File: src/rtl/fir_cmd_sequencer.sv
// Command sequencer for the adaptive-coefficient FIR: decodes a byte-wide command
// stream into the FIR reset, gapless coefficient-load, sample-stream and flush sequences.
module fir_cmd_sequencer #(
  parameter int X_N_SIZE     = 8,
  parameter int NBR_OF_TAPS  = 2,
  parameter int SETUP_CYCLES = 4
) (
  input  logic                clk,
  input  logic                reset,
  input  logic [X_N_SIZE-1:0] cmd_data,
  input  logic                cmd_valid,
  output logic                cmd_ready,
  output logic                fir_reset,
  output logic [X_N_SIZE-1:0] fir_x_n,
  output logic                fir_tvalid,
  output logic                fir_set_coeffs,
  output logic                busy,
  output logic                coeff_ok,
  output logic                err
);

  localparam int SETUP_W = $clog2(SETUP_CYCLES + 1);
  localparam int FLUSH_W = $clog2(2 * NBR_OF_TAPS);
  localparam int CNT_W0  = (SETUP_W > 7) ? SETUP_W : 7;
  localparam int CNT_W   = (FLUSH_W > CNT_W0) ? FLUSH_W : CNT_W0;

  localparam logic [CNT_W-1:0] SETUP_LAST = CNT_W'(SETUP_CYCLES);
  localparam logic [CNT_W-1:0] LOAD_LAST  = CNT_W'(NBR_OF_TAPS - 1);
  localparam logic [CNT_W-1:0] FLUSH_LAST = CNT_W'(2 * NBR_OF_TAPS - 2);

  localparam logic [1:0] OP_NOP    = 2'b00;
  localparam logic [1:0] OP_LOAD   = 2'b01;
  localparam logic [1:0] OP_STREAM = 2'b10;
  localparam logic [1:0] OP_FLUSH  = 2'b11;

  typedef enum logic [2:0] {
    S_INIT,
    S_IDLE,
    S_LOAD,
    S_LOAD_GAP,
    S_STREAM,
    S_FLUSH
  } state_t;

  state_t             state_q, state_d;
  logic [CNT_W-1:0]   cnt_q, cnt_d;
  logic               broken_q, broken_d;

  logic               cmd_ready_q, cmd_ready_d;
  logic               fir_reset_q, fir_reset_d;
  logic [X_N_SIZE-1:0] fir_x_n_q, fir_x_n_d;
  logic               fir_tvalid_q, fir_tvalid_d;
  logic               fir_set_coeffs_q, fir_set_coeffs_d;
  logic               busy_q, busy_d;
  logic               coeff_ok_q, coeff_ok_d;
  logic               err_q, err_d;

  logic               xfer;
  logic [1:0]         opcode;
  logic [5:0]         len_field;

  assign xfer      = cmd_valid && cmd_ready_q;
  assign opcode    = cmd_data[X_N_SIZE-1 -: 2];
  assign len_field = cmd_data[5:0];

  // State register: the shared counter serves setup, load, stream and flush counting.
  always_ff @(posedge clk) begin
    if (reset) begin
      state_q  <= S_INIT;
      cnt_q    <= '0;
      broken_q <= 1'b0;
    end else begin
      state_q  <= state_d;
      cnt_q    <= cnt_d;
      broken_q <= broken_d;
    end
  end

  always_comb begin
    state_d  = state_q;
    cnt_d    = cnt_q;
    broken_d = broken_q;
    unique case (state_q)
      S_INIT: begin
        if (cnt_q == SETUP_LAST) state_d = S_IDLE;
        else                     cnt_d   = cnt_q + CNT_W'(1);
      end
      S_IDLE: begin
        if (xfer) begin
          unique case (opcode)
            OP_LOAD: begin
              state_d  = S_LOAD;
              cnt_d    = '0;
              broken_d = 1'b0;
            end
            OP_STREAM: begin
              state_d = S_STREAM;
              cnt_d   = CNT_W'(len_field) + CNT_W'(1);
            end
            OP_FLUSH: begin
              state_d = S_FLUSH;
              cnt_d   = FLUSH_LAST;
            end
            default: ;
          endcase
        end
      end
      S_LOAD: begin
        if (xfer) begin
          if (cnt_q == LOAD_LAST) state_d = S_LOAD_GAP;
          else                    cnt_d   = cnt_q + CNT_W'(1);
        end else begin
          broken_d = 1'b1;
        end
      end
      S_LOAD_GAP: state_d = S_IDLE;
      S_STREAM: begin
        if (xfer) begin
          cnt_d = cnt_q - CNT_W'(1);
          if (cnt_q == CNT_W'(1)) state_d = S_IDLE;
        end
      end
      S_FLUSH: begin
        if (cnt_q == '0) state_d = S_IDLE;
        else             cnt_d   = cnt_q - CNT_W'(1);
      end
      default: state_d = S_INIT;
    endcase
  end

  // Outputs are registered, so handshake and busy follow the state being entered.
  always_comb begin
    cmd_ready_d      = (state_d == S_IDLE) || (state_d == S_LOAD) || (state_d == S_STREAM);
    busy_d           = (state_d != S_IDLE);
    fir_reset_d      = 1'b0;
    fir_x_n_d        = fir_x_n_q;
    fir_tvalid_d     = 1'b0;
    fir_set_coeffs_d = 1'b0;
    coeff_ok_d       = coeff_ok_q;
    err_d            = err_q;
    unique case (state_q)
      S_IDLE: begin
        if (xfer && (opcode == OP_NOP) && cmd_data[0]) err_d = 1'b0;
      end
      S_LOAD: begin
        if (xfer) begin
          fir_x_n_d        = cmd_data;
          fir_set_coeffs_d = 1'b1;
        end else begin
          err_d = 1'b1;
        end
      end
      S_LOAD_GAP: coeff_ok_d = !broken_q;
      S_STREAM: begin
        if (xfer) begin
          fir_x_n_d    = cmd_data;
          fir_tvalid_d = 1'b1;
        end else begin
          err_d = 1'b1;
        end
      end
      default: ;
    endcase
    // Flush zeros start on the header edge itself and stop on the return to idle.
    if (state_d == S_FLUSH) begin
      fir_tvalid_d = 1'b1;
      fir_x_n_d    = '0;
    end
  end

  always_ff @(posedge clk) begin
    if (reset) begin
      cmd_ready_q      <= 1'b0;
      fir_reset_q      <= 1'b1;
      fir_x_n_q        <= '0;
      fir_tvalid_q     <= 1'b0;
      fir_set_coeffs_q <= 1'b0;
      busy_q           <= 1'b1;
      coeff_ok_q       <= 1'b0;
      err_q            <= 1'b0;
    end else begin
      cmd_ready_q      <= cmd_ready_d;
      fir_reset_q      <= fir_reset_d;
      fir_x_n_q        <= fir_x_n_d;
      fir_tvalid_q     <= fir_tvalid_d;
      fir_set_coeffs_q <= fir_set_coeffs_d;
      busy_q           <= busy_d;
      coeff_ok_q       <= coeff_ok_d;
      err_q            <= err_d;
    end
  end

  assign cmd_ready      = cmd_ready_q;
  assign fir_reset      = fir_reset_q;
  assign fir_x_n        = fir_x_n_q;
  assign fir_tvalid     = fir_tvalid_q;
  assign fir_set_coeffs = fir_set_coeffs_q;
  assign busy           = busy_q;
  assign coeff_ok       = coeff_ok_q;
  assign err            = err_q;

endmodule

File: config.mk
export PLATFORM = sky130hd
export DESIGN_NAME = fir_cmd_sequencer
export DESIGN_NICKNAME = d
export VERILOG_FILES = /design/src/rtl/fir_cmd_sequencer.sv
export SDC_FILE = /design/constraint.sdc
export NUM_CORES = 1
export LEC_CHECK = 0
export BUFFER_PORTS_ARGS = -buffer_cell sky130_fd_sc_hd__buf_2
export CELL_PAD_IN_SITES_DETAIL_PLACEMENT = 2
export CELL_PAD_IN_SITES_GLOBAL_PLACEMENT = 2
export CORE_MARGIN = 8
export CORE_UTILIZATION = 34
export DETAILED_ROUTE_END_ITERATION = 6
export HOLD_SLACK_MARGIN = 0.06
export PLACE_DENSITY_LB_ADDON = 0.1
export SETUP_SLACK_MARGIN = 0.5
export SLEW_MARGIN = 10
export SYNTH_ARGS = -nofsm -noshare
export SYNTH_HDL_FRONTEND = slang
export SYNTH_SLANG_ARGS = --single-unit
File: constraint.sdc
create_clock -name clk -period 2.3 [get_ports clk]
set_input_delay 0.46 -clock clk [delete_from_list [all_inputs] [get_ports clk]]
set_output_delay 0.46 -clock clk [all_outputs]
set_load 0.03 [all_outputs]
==> results of run 1 <==
==> cell usage after synthesis (2+ instances only) <==
cell,count,area share
sky130_fd_sc_hd__dfxtp_1,26,0.31
sky130_fd_sc_hd__nor2_1,22,0.049
sky130_fd_sc_hd__a21oi_1,17,0.051
sky130_fd_sc_hd__nand3_1,15,0.045
sky130_fd_sc_hd__mux2i_1,9,0.054
sky130_fd_sc_hd__nor3_1,8,0.024
sky130_fd_sc_hd__o21ai_0,7,0.021
sky130_fd_sc_hd__nand2_1,6,0.013
sky130_fd_sc_hd__ha_1,5,0.037
sky130_fd_sc_hd__or3_1,4,0.015
sky130_fd_sc_hd__a311oi_1,3,0.016
sky130_fd_sc_hd__a31oi_1,3,0.011
sky130_fd_sc_hd__and2b_1,3,0.013
sky130_fd_sc_hd__buf_4,3,0.013
sky130_fd_sc_hd__buf_6,3,0.020
sky130_fd_sc_hd__inv_1,3,0.0067
sky130_fd_sc_hd__o22ai_1,3,0.011
sky130_fd_sc_hd__o31ai_1,3,0.013
sky130_fd_sc_hd__xnor2_1,3,0.016
sky130_fd_sc_hd__a21oi_2,2,0.010
sky130_fd_sc_hd__a2bb2oi_1,2,0.010
sky130_fd_sc_hd__and3_1,2,0.0075
sky130_fd_sc_hd__and3b_1,2,0.010
sky130_fd_sc_hd__clkbuf_1,2,0.0045
sky130_fd_sc_hd__nand3b_1,2,0.0090
sky130_fd_sc_hd__nand4_1,2,0.0075
sky130_fd_sc_hd__nor4b_4,2,0.028
sky130_fd_sc_hd__o211a_1,2,0.012
sky130_fd_sc_hd__xor2_1,2,0.010
==> logic make-up after synthesis <==
kind of cell             Yosys count
AND/OR/NAND/NOR                   77
buffers and inverters             12
AO/OA/AOI/OAI                     56
multiplexers                       9
adder cells (fa/ha/maj)            5
flip-flops                        26
XOR/XNOR                           6
==> routing by layer <==
metal / vias to the layer above / GRT usage / routed length, um / share of wire
li1: 766 / - / - / -
met1: 790 / 0.1962 / 2846 / 0.49
met2: 25 / 0.2547 / 2814 / 0.48
met3: 4 / 0.02483 / 112 / 0.019
met4: 0 / 0.04459 / 57 / 0.0098
met5: - / 0 / 0 / 0
==> final timing paths <==
check	to	slack [ps]	depth (start not counted)
max	cnt_q[1]	510	6
min	fir_x_n[5]	480	3
max reg2reg	cnt_q[1]	510	6
min reg2reg	fir_x_n[0]	510	2
==> cell usage in the layout, fill, tap and decap left out, types with 3 or more instances in the layout <==
master / instances
sky130_fd_sc_hd__ha_1: 4
sky130_fd_sc_hd__a31oi_1: 3
sky130_fd_sc_hd__xnor2_1: 3
sky130_fd_sc_hd__nand3_1: 15
sky130_fd_sc_hd__o21ai_0: 7
sky130_fd_sc_hd__nand2_1: 6
sky130_fd_sc_hd__a21oi_2: 3
sky130_fd_sc_hd__mux2i_1: 9
sky130_fd_sc_hd__clkbuf_8: 3
sky130_fd_sc_hd__or3_1: 4
sky130_fd_sc_hd__o22ai_1: 3
sky130_fd_sc_hd__nor2_1: 22
sky130_fd_sc_hd__buf_4: 7
sky130_fd_sc_hd__buf_2: 25
sky130_fd_sc_hd__a21oi_1: 14
sky130_fd_sc_hd__dfxtp_4: 5
sky130_fd_sc_hd__dfxtp_1: 19
sky130_fd_sc_hd__nor3_1: 8
==> through the flow <==
step / hold WS (ps) / instance area (um2) / setup WS, ps / instances
2_1_floorplan: 425.2 / 1673 / 574.2 / 191
3_3_place_gp: 450.5 / 1814 / 135.9 / 275
3_5_place_dp: 468.9 / 1814 / 94.37 / 275
4_1_cts: 480.2 / 1942 / 504.3 / 282
5_1_grt: 512.9 / 2092 / 368.8 / 285
6_report: 479.0 / 2092 / 505.1 / 285
==> worst max-delay path: stages (launching register included) <==
cell and delay, ps:
sky130_fd_sc_hd__dfxtp_1 640, sky130_fd_sc_hd__nor4b_4 120, sky130_fd_sc_hd__nand4_1 120, sky130_fd_sc_hd__buf_4 160, sky130_fd_sc_hd__o211ai_4 140, sky130_fd_sc_hd__or3_1 400, sky130_fd_sc_hd__a21oi_1 140
==> power by group <==
group | leakage, nW | total (mW) | switching [mW] | internal (mW)
clock | 0.0216 | 0.268 | 0.150 | 0.118
combinational | 0.525 | 0.762 | 0.405 | 0.358
sequential | 0.215 | 0.611 | 0.108 | 0.503
total | 0.762 | 1.64 | 0.662 | 0.978
==> final cells by class <==
class,count,share of cell area
multi-input cells,153,0.5789
flip-flops and latches,26,0.2590
repair buffers,33,0.09450
well taps,67,0.04007
clock buffers,3,0.01974
inverters,3,0.007775
==> timing repair <==
item / in CTS / in global routing
gates resized for setup: 17 / 25
cloned: 0 / 0
buffers inserted: 4 / 3
setup endpoints to repair: 19 / 17
pin swaps: 6 / 11
==> flow_results.org, run 1 <==
** Outcome
- The run finished with clean final reports.

** Clock network
- Clock-pin slew was measured on the worst setup and hold paths at 90 ps.
- Clock latency at the later pin of the worst-skew pair :: 270 ps
- The cell sitting at the root of the clock tree is a sky130_fd_sc_hd__clkbuf_8.
- Maximum root-to-sink buffer count :: 2
- For this design, the sink count on the clock tree is 26.
- For this design, the CTS-stage hold fixing added 0 buffers.
- TritonCTS built the clock tree.
- In this run the number of H-tree levels came out at 1.
- Clock tree synthesis inserted a total of 3 buffers.

** Logic synthesis
- Area share of fa/ha/maj cells after synthesis :: 0.03743
- Synth Area in Compound Gates :: 0.2395
- Number of enable flip-flop cells after synthesis :: 0
- During synthesis, Yosys emitted a total of 0 warnings.
- After synthesis the cells add up to approximately 0.0017 mm2.
- Dominant combinational cell family by area after synthesis :: simple AND/OR/NAND/NOR gates
- Of the total synthesized cell area, the portion taken by AND, OR, NAND and NOR gates is 0.2710.
- In the synthesized netlist the dominant register cell turns out to be sky130_fd_sc_hd__dfxtp_1.
- The synthesized netlist contains between 50 and 60 unique library cells.
- The number of nets handed over by synthesis was 207.
- Average footprint of a synthesized cell :: a little under 9 um2
- Ys async rst share :: 0
- Of the total synthesized cell area, the portion taken by XOR and XNOR cells is 0.03593.
- Number of storage elements in the synthesis netlist :: 26
- Sequential area share after synthesis :: 0.3114
- After synthesis, the share of cell area in mux cells is 0.05389.
- Gate count of the mapped netlist :: roughly 190

** Finish
- In the final layout, the share of cells above drive strength 1 is 0.3532.
- Nets :: about 240
- The register with the most flip-flops in the layout has 8 of them.
- The multi-input combinational cells in the finished layout cover a total of approximately 0.0012 mm2.
- 0 antenna diodes ended up in the layout.
- Utilization after layout :: 0.4429
- Registers take 541.8 um2.
- The area growth from synthesis to layout is 25.15%.
- The filler cells instantiated in the layout total between 500 and 600.

** Min path
- The path class of the tightest hold or removal check is primary input to register.
- Hold path startpoint :: cmd_data[5]

** GRT
- Pin count of the biggest net entering global routing :: 19
- The first global-routing pass estimated between 9000 and 10000 um of wire.
- Total track usage :: 0.1532
- Number of antenna violations at the first check in global routing :: 0
- The via count of the first global-routing pass is between 1500 and 2000.
- Residual overflow from global routing :: 0

** STA
- Headroom to the max-slew limit came out at 0.6674.
- Setup repair after global routing missed its margin :: yes
- The count of endpoints failing hold in the final timing report came to 0.
- At the pin with the least slew margin, the transition time is between 400 and 500 ps.
- Of the available clock period, the critical path in the final layout requires 0.7804.
- Setup violations remaining at the end of the flow were counted as 0.
- Fin. max-slew vios :: 0
- Summed over all failing endpoints, the final setup total negative slack is 0 ps.
- Derived from the worst setup path, the maximum achievable clock frequency is 0.5571 GHz.
- Subtracting the final worst setup slack from the clock period gives between 1500 and 2000 ps.
- Across the routed clock network, the largest skew measured is approximately 4.6 ps.

** Setup path
- Data arrival time of the critical path :: approximately 2000 ps
- The startpoint identified for the worst register-to-register timing path is cnt_q[4].
- Required time of the worst setup path :: 2500 ps
- Worst setup path startpoint :: cnt_q[4]
- STA classifies the critical path endpoint as a register.
- The worst setup path is launched from a register.
- The critical path in this run is classified as register to register.
- Along the worst path, the maximum fanout reaches 7.

** Drt
- After the first detailed-routing iteration, the DRC count stood at 72.
- Routed vias :: about 1600
- Dividing the detail-routed wire length by the instance count gives approximately 20 um.
- DRC violations left :: 0
- Antenna-violating nets left :: 0
- DRT Pass-1 Iters :: 4
- Wires add up to 5830 um.
- Via-to-Cell Ratio :: approximately 5.6

** Floorplan
- From left edge to right edge, the die measures approximately 86 um.
- From bottom edge to top edge, the die measures 86.12 um.
- In this run the core area contains 25 standard-cell rows.
- Pin placement for this block handled 26 I/O pins.
- Core Footprint :: approximately 0.0047 mm2
- For this configuration, the core starts out at a cell density of 0.3539.
- The die covers between 0.007 and 0.008 mm2.

** Place
- Buffers on Ports :: 25
- Weighted congestion reported at the end of routability-driven placement :: about 0.87
- HPWL after DPL :: a little over 4000 um

** Power
- Total power for the finished layout comes to ~1.6 mW.
- For this design the static power due to leakage is about 0.76 nW.
- Power per cell area :: ~780 mW/mm2
- IR analysis of the VDD net gives a maximum drop of around 0.35 mV.

** Run
- Max-cap check violation count :: 0
(Power assumes the default switching activity.)
==> inputs of run 2 (changes only) <==
--- a/config.mk
+++ b/config.mk
@@ -9,7 +9,7 @@
 export CELL_PAD_IN_SITES_DETAIL_PLACEMENT = 2
 export CELL_PAD_IN_SITES_GLOBAL_PLACEMENT = 2
 export CORE_MARGIN = 8
-export CORE_UTILIZATION = 34
+export CORE_UTILIZATION = 30
 export DETAILED_ROUTE_END_ITERATION = 6
 export HOLD_SLACK_MARGIN = 0.06
 export PLACE_DENSITY_LB_ADDON = 0.1
==> constraint.sdc (replaced) <==
create_clock -name clk -period 1.6 [get_ports clk]
set_input_delay 0.32 -clock clk [delete_from_list [all_inputs] [get_ports clk]]
set_output_delay 0.32 -clock clk [all_outputs]
set_load 0.03 [all_outputs]
==> flow_results.org, run 2 (same netlist as run 1, synthesis figures left out) <==
** STA
- Subtracting the final worst setup slack from the clock period gives around 1900 ps.
- Setup repair after global routing could not meet its margin everywhere.
- Max_slew headroom :: 0.6892
- The final-report max-slew violation count came to 0.
- Final hold violations :: 0
- Setup violation total in the final timing report :: 20
- Fin Setup TNS :: -3908 ps
- Final clock period utilization by the worst path :: 1.157
- Clock Skews :: 4.804 ps
- Hold is met by roughly 390 ps.
- Setup slack on the critical path of the routed design comes to -251.6 ps.
- Timing would allow up to 0.5401 GHz.
- For the pin with the worst max-slew slack, the measured transition is between 400 and 500 ps.

** Setup path
- Cell type group with the largest total delay on the critical path :: simple AND/OR/NAND/NOR gates
- By startpoint and endpoint, the worst setup path is classified as register to register.
- CP peak stage delay :: around 380 ps
- The slowest stage of the critical path belongs to the cell sky130_fd_sc_hd__dfxtp_4.
- Combined buffer and inverter count along the critical path :: 2
- STA classifies the critical path endpoint as a register.
- CP startpoint kind :: register
- The startpoint identified for the worst register-to-register timing path is cnt_q[1].
- Measured in cells, the most critical reg-to-reg path has a length of 7.
- Worst R2R End :: cnt_q[5]
- Required time of the worst setup path :: 1790 ps
- CP Cell Sequence :: inv_4 > ha_4 > nor4b_4 > nand4_1 > buf_4 > o211a_4 > a311oi_1
- Data arrival time of the critical path :: 2040 ps
- Worst setup path startpoint :: cnt_q[1]
- Setup slack, reg-to-reg :: -250 ps
- Of all nets on the critical path, the largest fanout is 8.

** Min path
- The tightest min-delay check is of the primary input to register type.
- Hold path startpoint :: cmd_data[3]
- Worst min-delay path endpoint :: fir_x_n[3]
- Counting instances, the worst hold path has a depth of 3.

** Power
- Switching part of the total :: 0.3895
- Logic gate share of total power :: 0.536
- Switching power :: approximately 1.0 mW
- The design draws 2.684 mW.
- Summed over all cells, the static leakage comes to roughly 1.0 nW.
- The worst-case IR drop observed on VDD is between 0.3 and 0.4 mV.
- The internal power of the cells totals 1.638 mW.
- Power per cell area :: just over 1000 mW/mm2
- The share of total power dissipated in sequential elements is 0.315.
- The share of total power dissipated in the clock network is 0.149.

** Finish
- Utilization after layout :: 0.4895
- Post-Layout Inst Area :: 0.002663 mm2
- Commonest non-fill, non-tap cell in the layout :: sky130_fd_sc_hd__buf_4
- Fill cells in the final layout number 577.
- Area growth syn-to-layout :: 59.28%
- In the final layout, the share of cells above drive strength 1 is 0.5431.
- The number of antenna diodes in the final layout is 0.
- Top library cells by usage in the layout, fill and taps aside :: 48 x sky130_fd_sc_hd__buf_4, 20 x sky130_fd_sc_hd__buf_6, 15 x sky130_fd_sc_hd__nor2_1, 13 x sky130_fd_sc_hd__a21oi_1, 13 x sky130_fd_sc_hd__dfxtp_2
- The register with the most flip-flops in the layout has 8 of them.
- After the last flow step, the layout net total stands at between 200 and 300.

** Clock network
- TritonCTS built the clock tree.
- Hold repair after CTS inserted 0 buffers.
- Counting every sink on the clock net gives 26.
- Clock tree synthesis selected as its root buffer the cell sky130_fd_sc_hd__clkbuf_8.
- Num CTS Buffers :: 3
- Clock latency at the later pin of the worst-skew pair :: ~280 ps
- In this run the number of H-tree levels came out at 1.
- Reg clk slew, reported paths :: around 90 ps
- Maximum root-to-sink buffer count :: 2

** Drt
- DRC violations left :: 0
- Antenna-violating nets left :: 0
- Summed over all layers, the routed wires come to approximately 7400 um.
- The first TritonRoute pass finished after 4 iterations.
- The first routing iteration left a little under 70 violations.
- Dividing the detail-routed wire length by the instance count gives roughly 22 um.
- In the routed layout, each cell is associated on average with a via count of roughly 5.4.
- Routed vias :: roughly 1800

** Floorplan
- # rows :: 27
- Die footprint :: 0.008217 mm2
- I/O Pins :: 26
- Starting density of the core :: 0.3073
- Measured along the x axis, the die boundary spans between 90 and 100 um.
- Core Footprint :: 0.005439 mm2
- Die H :: between 90 and 100 um

** Place
- In this run the tool buffered the top-level ports with 25 buffer cells.
- Weighted congestion reported at the end of routability-driven placement :: 0.8291
- Total cell area at the placement stage :: ~0.0021 mm2
- HPWL after DPL :: 4751 um

** GRT
- Entering global routing, the biggest net connects 19 pins.
- The via count of the first global-routing pass is slightly above 2000.
- The total overflow left after global routing is 0.
- First-pass GRT wire length :: about 11000 um
- Total track usage :: 0.1690
- Number of antenna violations at the first check in global routing :: 0

** Outcome
- The checks that failed: setup timing.
- The flow ran to the end, but the final reports show violations.

** Run
- Max-cap violations in this run came to 0.
[run 2: cell count changes in the layout (fill, tap and decap cells not counted), moves of 5 or more]
cell,before,now
sky130_fd_sc_hd__buf_2,25,10
sky130_fd_sc_hd__buf_4,7,48
sky130_fd_sc_hd__buf_6,0,20
sky130_fd_sc_hd__dfxtp_1,19,8
sky130_fd_sc_hd__dfxtp_2,2,13
sky130_fd_sc_hd__nor2_1,22,15
sky130_fd_sc_hd__nor2_2,0,5
[run 2: worst max path at each step]
stage,to,cells past startpoint
final,cnt_q[5],7
after global routing,cnt_q[6],8
after CTS,fir_x_n[1],7
after detailed placement,fir_x_n[0],7
after global placement,fir_x_n[0],7
after floorplan,cmd_ready,8
[run 2: area by class of cell]
type / instances / area (um2) / area share
clock buffer: 4 / 45.04 / 0.01692
inverter: 3 / 16.27 / 0.006109
multi-input combinational: 153 / 1265 / 0.4751
sequential: 26 / 555.5 / 0.2086
tap: 72 / 90.09 / 0.03383
timing repair buffer: 81 / 690.7 / 0.2594
[run 2: repair_timing]
item                                    in CTS  in global routing
pin swaps                                   25                  8
endpoints found under the setup margin      39                 38
resized for setup                           62                 28
setup buffers                               10                  8
[run 2: worst register-to-register path: cells and delay by family, from the launching register on]
family                   cells  cell delay, ps
AND/OR/NAND/NOR              2             530
AO/OA/AOI/OAI                2             430
flip-flops                   1             380
buffers and inverters        2             310
adder cells (fa/ha/maj)      1             120
[run 2: metal layers]
| layer | wire length (um) | vias to the layer above | track usage |
|---|---|---|---|
| met5 | 0 | - | 0 |
| met4 | 106 | 0 | 0.03745 |
| met3 | 187 | 10 | 0.02993 |
| met2 | 3985 | 27 | 0.3100 |
| met1 | 3121 | 919 | 0.1968 |
| li1 | - | 866 | - |
[run 2: per-stage QoR]
stage,worst slack [ps],instances
final,-251.6,339
after global routing,-334.8,339
after CTS,-146.4,331
after detailed placement,-243.3,317
after global placement,-171.3,317
after floorplan,38.32,191
[run 2: power groups by stage]
stage / Sequential [mW] / Combinational (mW) / Clock (mW)
floorplan: 0.829 / 0.686 / 0
finish: 0.846 / 1.44 / 0.400
global route: 0.861 / 1.55 / 0.433
CTS: 0.843 / 1.30 / 0.411
global placement: 0.828 / 1.06 / 0
detailed placement: 0.835 / 1.11 / 0
==> inputs of run 3 (changes only) <==
--- a/config.mk
+++ b/config.mk
@@ -9,7 +9,7 @@
 export CELL_PAD_IN_SITES_DETAIL_PLACEMENT = 2
 export CELL_PAD_IN_SITES_GLOBAL_PLACEMENT = 2
 export CORE_MARGIN = 8
-export CORE_UTILIZATION = 30
+export CORE_UTILIZATION = 34
 export DETAILED_ROUTE_END_ITERATION = 6
 export HOLD_SLACK_MARGIN = 0.06
 export PLACE_DENSITY_LB_ADDON = 0.1
==> constraint.sdc (replaced) <==
create_clock -name clk -period 1.8 [get_ports clk]
set_input_delay 0.36 -clock clk [delete_from_list [all_inputs] [get_ports clk]]
set_output_delay 0.36 -clock clk [all_outputs]
set_load 0.03 [all_outputs]
==> flow_results.org, run 3 (same netlist as run 1, synthesis figures left out) <==
** Finish
- The repair_antennas step left the layout with diodes totalling 0.
- Area growth syn-to-layout :: 33.38%
- Flip-flop count of the largest register after layout :: 8
- Registers take between 500 and 600 um2.
- The multi-input combinational cells in the finished layout cover a total of 0.001209 mm2.
- The layout has about 530 filler cells.
- Nets :: between 200 and 300
- Share of layout cells above drive strength 1 :: 0.4034
- Top library cells by usage in the layout, fill and taps aside :: 25 x sky130_fd_sc_hd__buf_2, 21 x sky130_fd_sc_hd__nor2_1, 18 x sky130_fd_sc_hd__dfxtp_1, 18 x sky130_fd_sc_hd__buf_4
- The library cell used most frequently in the layout, excluding fill and tap cells, is sky130_fd_sc_hd__buf_2.
- Once layout is complete, the utilization of the core stands at 0.4721.

** Clock network
- Sinks on the clock net :: 26
- Maximum root-to-sink buffer count :: 2
- H-tree Lvls :: 1
- Clock tree synthesis selected as its root buffer the cell sky130_fd_sc_hd__clkbuf_8.
- TritonCTS built the clock tree.
- Post-cts hold buffer count :: 0
- At the later pin of the worst-skew pair, clock insertion delay measures 280 ps.
- Reg clk slew, reported paths :: around 100 ps
- Num CTS Buffers :: 3

** STA
- Setup repair after global routing could not meet its margin everywhere.
- Final hold analysis gives a worst-case slack of about 360 ps.
- The final-report max-slew violation count came to 0.
- The worst path needs 1798 ps of the cycle, external delays included.
- Final hold violations :: 0
- Least-Margin Pin Slew :: just under 500 ps
- Setup violations remaining at the end of the flow were counted as 0.
- In this run the tightest slew margin relative to its limit is 0.6685.
- Clock Skews :: about 6.7 ps
- Static timing analysis puts the maximum clock frequency at about 0.56 GHz.
- Dividing the final minimum period by the clock period gives 0.9986.
- Across all setup checks in the final design, the least slack found is 2.446 ps.

** GRT
- Residual overflow from global routing :: 0
- Pin count of the biggest net entering global routing :: 19
- First-pass GRT wire length :: 9791 um
- Total track usage :: 0.1671
- The number of antenna violations at the first check in global routing is 0.
- The via count of the first global-routing pass came to ~1900.

** Setup path
- The worst setup path is launched from a register.
- CP peak stage delay :: around 390 ps
- Setup crit end kind :: register
- Classification of the worst setup path :: register to register
- Maximum fanout along the worst path :: 8
- CP Cell Sequence :: inv_4 > ha_4 > nor4b_4 > nand4_1 > a21o_4 > a21oi_1 > nor3_1
- Combined buffer and inverter count along the critical path :: 1
- Slowest cell on crit path :: sky130_fd_sc_hd__dfxtp_4
- In this design, the largest share of critical-path delay is due to simple AND/OR/NAND/NOR gates.
- Data on the critical path is required at its endpoint by around 2000 ps.
- Data arrival time of the critical path :: between 1500 and 2000 ps

** Drt
- Via-to-Cell Ratio :: between 5 and 6
- Antenna-violating nets left :: 0
- DRT Pass-1 Iters :: 4
- After detailed routing, the average wire length per cell comes to 21.55 um.
- Total detailed-routing wirelength :: between 6000 and 7000 um
- Violation count after the first detailed-routing iteration :: just under 90
- DRC violations left :: 0
- Routed vias :: approximately 1700

** Power
- Maximum vdd drop :: ~0.33 mV
- Sequential share of power :: 0.348
- Power per cell area :: approximately 990 mW/mm2
- Switching power :: approximately 0.9 mW
- Cell internal power was estimated by the tool at ~1.3 mW.
- Static Leakage :: 0.8392 nW
- The share of total power dissipated in combinational logic is 0.473.
- Switching part of the total :: 0.3985
- Part of the total power dissipated in the clock network :: 0.179

** Place
- The congestion estimate from routability-driven global placement came to ~0.84.
- Buffers placed on the I/O ports in this run total 25.
- The wire-length estimate of the detail-placed layout is 4377 um.
- Before CTS, the worst setup slack after placement is about 17 ps.

** Floorplan
- After floorplanning, the core was sized to cover approximately 0.0047 mm2.
- The die covers 0.007416 mm2.
- The initial utilization of the core area, before any placement, comes to 0.3539.
- Measured along the y axis, the die boundary spans 86.12 um.
- I/O Pins :: 26
- Measured along the x axis, the die boundary spans between 80 and 90 um.
- # rows :: 25

** Run
- Across the run, the number of max-cap violations was 0.

** Outcome
- Result of the run :: finished clean

** Min path
- Path type of the worst min-delay path :: primary input to register
run 3: area by class of cell:
type | count | area share
repair buffers | 47 | 0.1470
flip-flops and latches | 26 | 0.2413
multi-input cells | 153 | 0.5421
well taps | 67 | 0.03760
clock buffers | 4 | 0.02469
inverters | 3 | 0.007295
run 3: routing by layer:
metal,track usage,vias to the layer above,part of all wire
met1,0.2019,842,0.45
met4,0.06369,0,0.021
met3,0.02961,15,0.033
met5,0,-,0
li1,-,799,-
met2,0.2848,53,0.50
run 3: power by group through the flow:
| stage | logic [mW] | clock network, mW | registers (mW) |
|---|---|---|---|
| after floorplan | 0.608 | 0 | 0.737 |
| after global placement | 0.789 | 0 | 0.748 |
| after detailed placement | 0.840 | 0 | 0.759 |
| after CTS | 0.972 | 0.416 | 0.760 |
| after global routing | 1.12 | 0.432 | 0.781 |
| final | 1.05 | 0.397 | 0.772 |
run 3: worst register-to-register path: stages, from the launching register on:
cell	delay [ps]
sky130_fd_sc_hd__dfxtp_4	390
sky130_fd_sc_hd__inv_4	70
sky130_fd_sc_hd__ha_4	120
sky130_fd_sc_hd__nor4b_4	270
sky130_fd_sc_hd__nand4_1	240
sky130_fd_sc_hd__a21o_4	320
sky130_fd_sc_hd__a21oi_1	190
sky130_fd_sc_hd__nor3_1	70
run 3: through the flow:
| step | cell area (um2) | power (mW) | std cells | TNS [ps] |
|---|---|---|---|---|
| after floorplan | 1710 | 1.346 | 191 | 0 |
| after global placement | 1933 | 1.538 | 287 | 0 |
| after detailed placement | 1933 | 1.599 | 287 | 0 |
| after CTS | 2105 | 2.147 | 295 | 0 |
| after global routing | 2230 | 2.333 | 300 | -238.4 |
| final | 2230 | 2.217 | 300 | 0 |
run 3: timing repair:
action	in CTS	in global routing
pin swaps	10	5
hold endpoints to repair	0	0
setup endpoints to repair	23	23
buffers inserted	4	4
resized for setup	20	17
cloned	0	1
run 3: path summary, 6_finish.rpt:
path         cells after the start   startpoint  slack, ps         end
max reg2reg                      7     cnt_q[0]          2    cnt_q[0]
min reg2reg                      1     broken_q        480    coeff_ok
min                              3  cmd_data[4]        360  fir_x_n[4]
max                              7     cnt_q[0]          2    cnt_q[0]
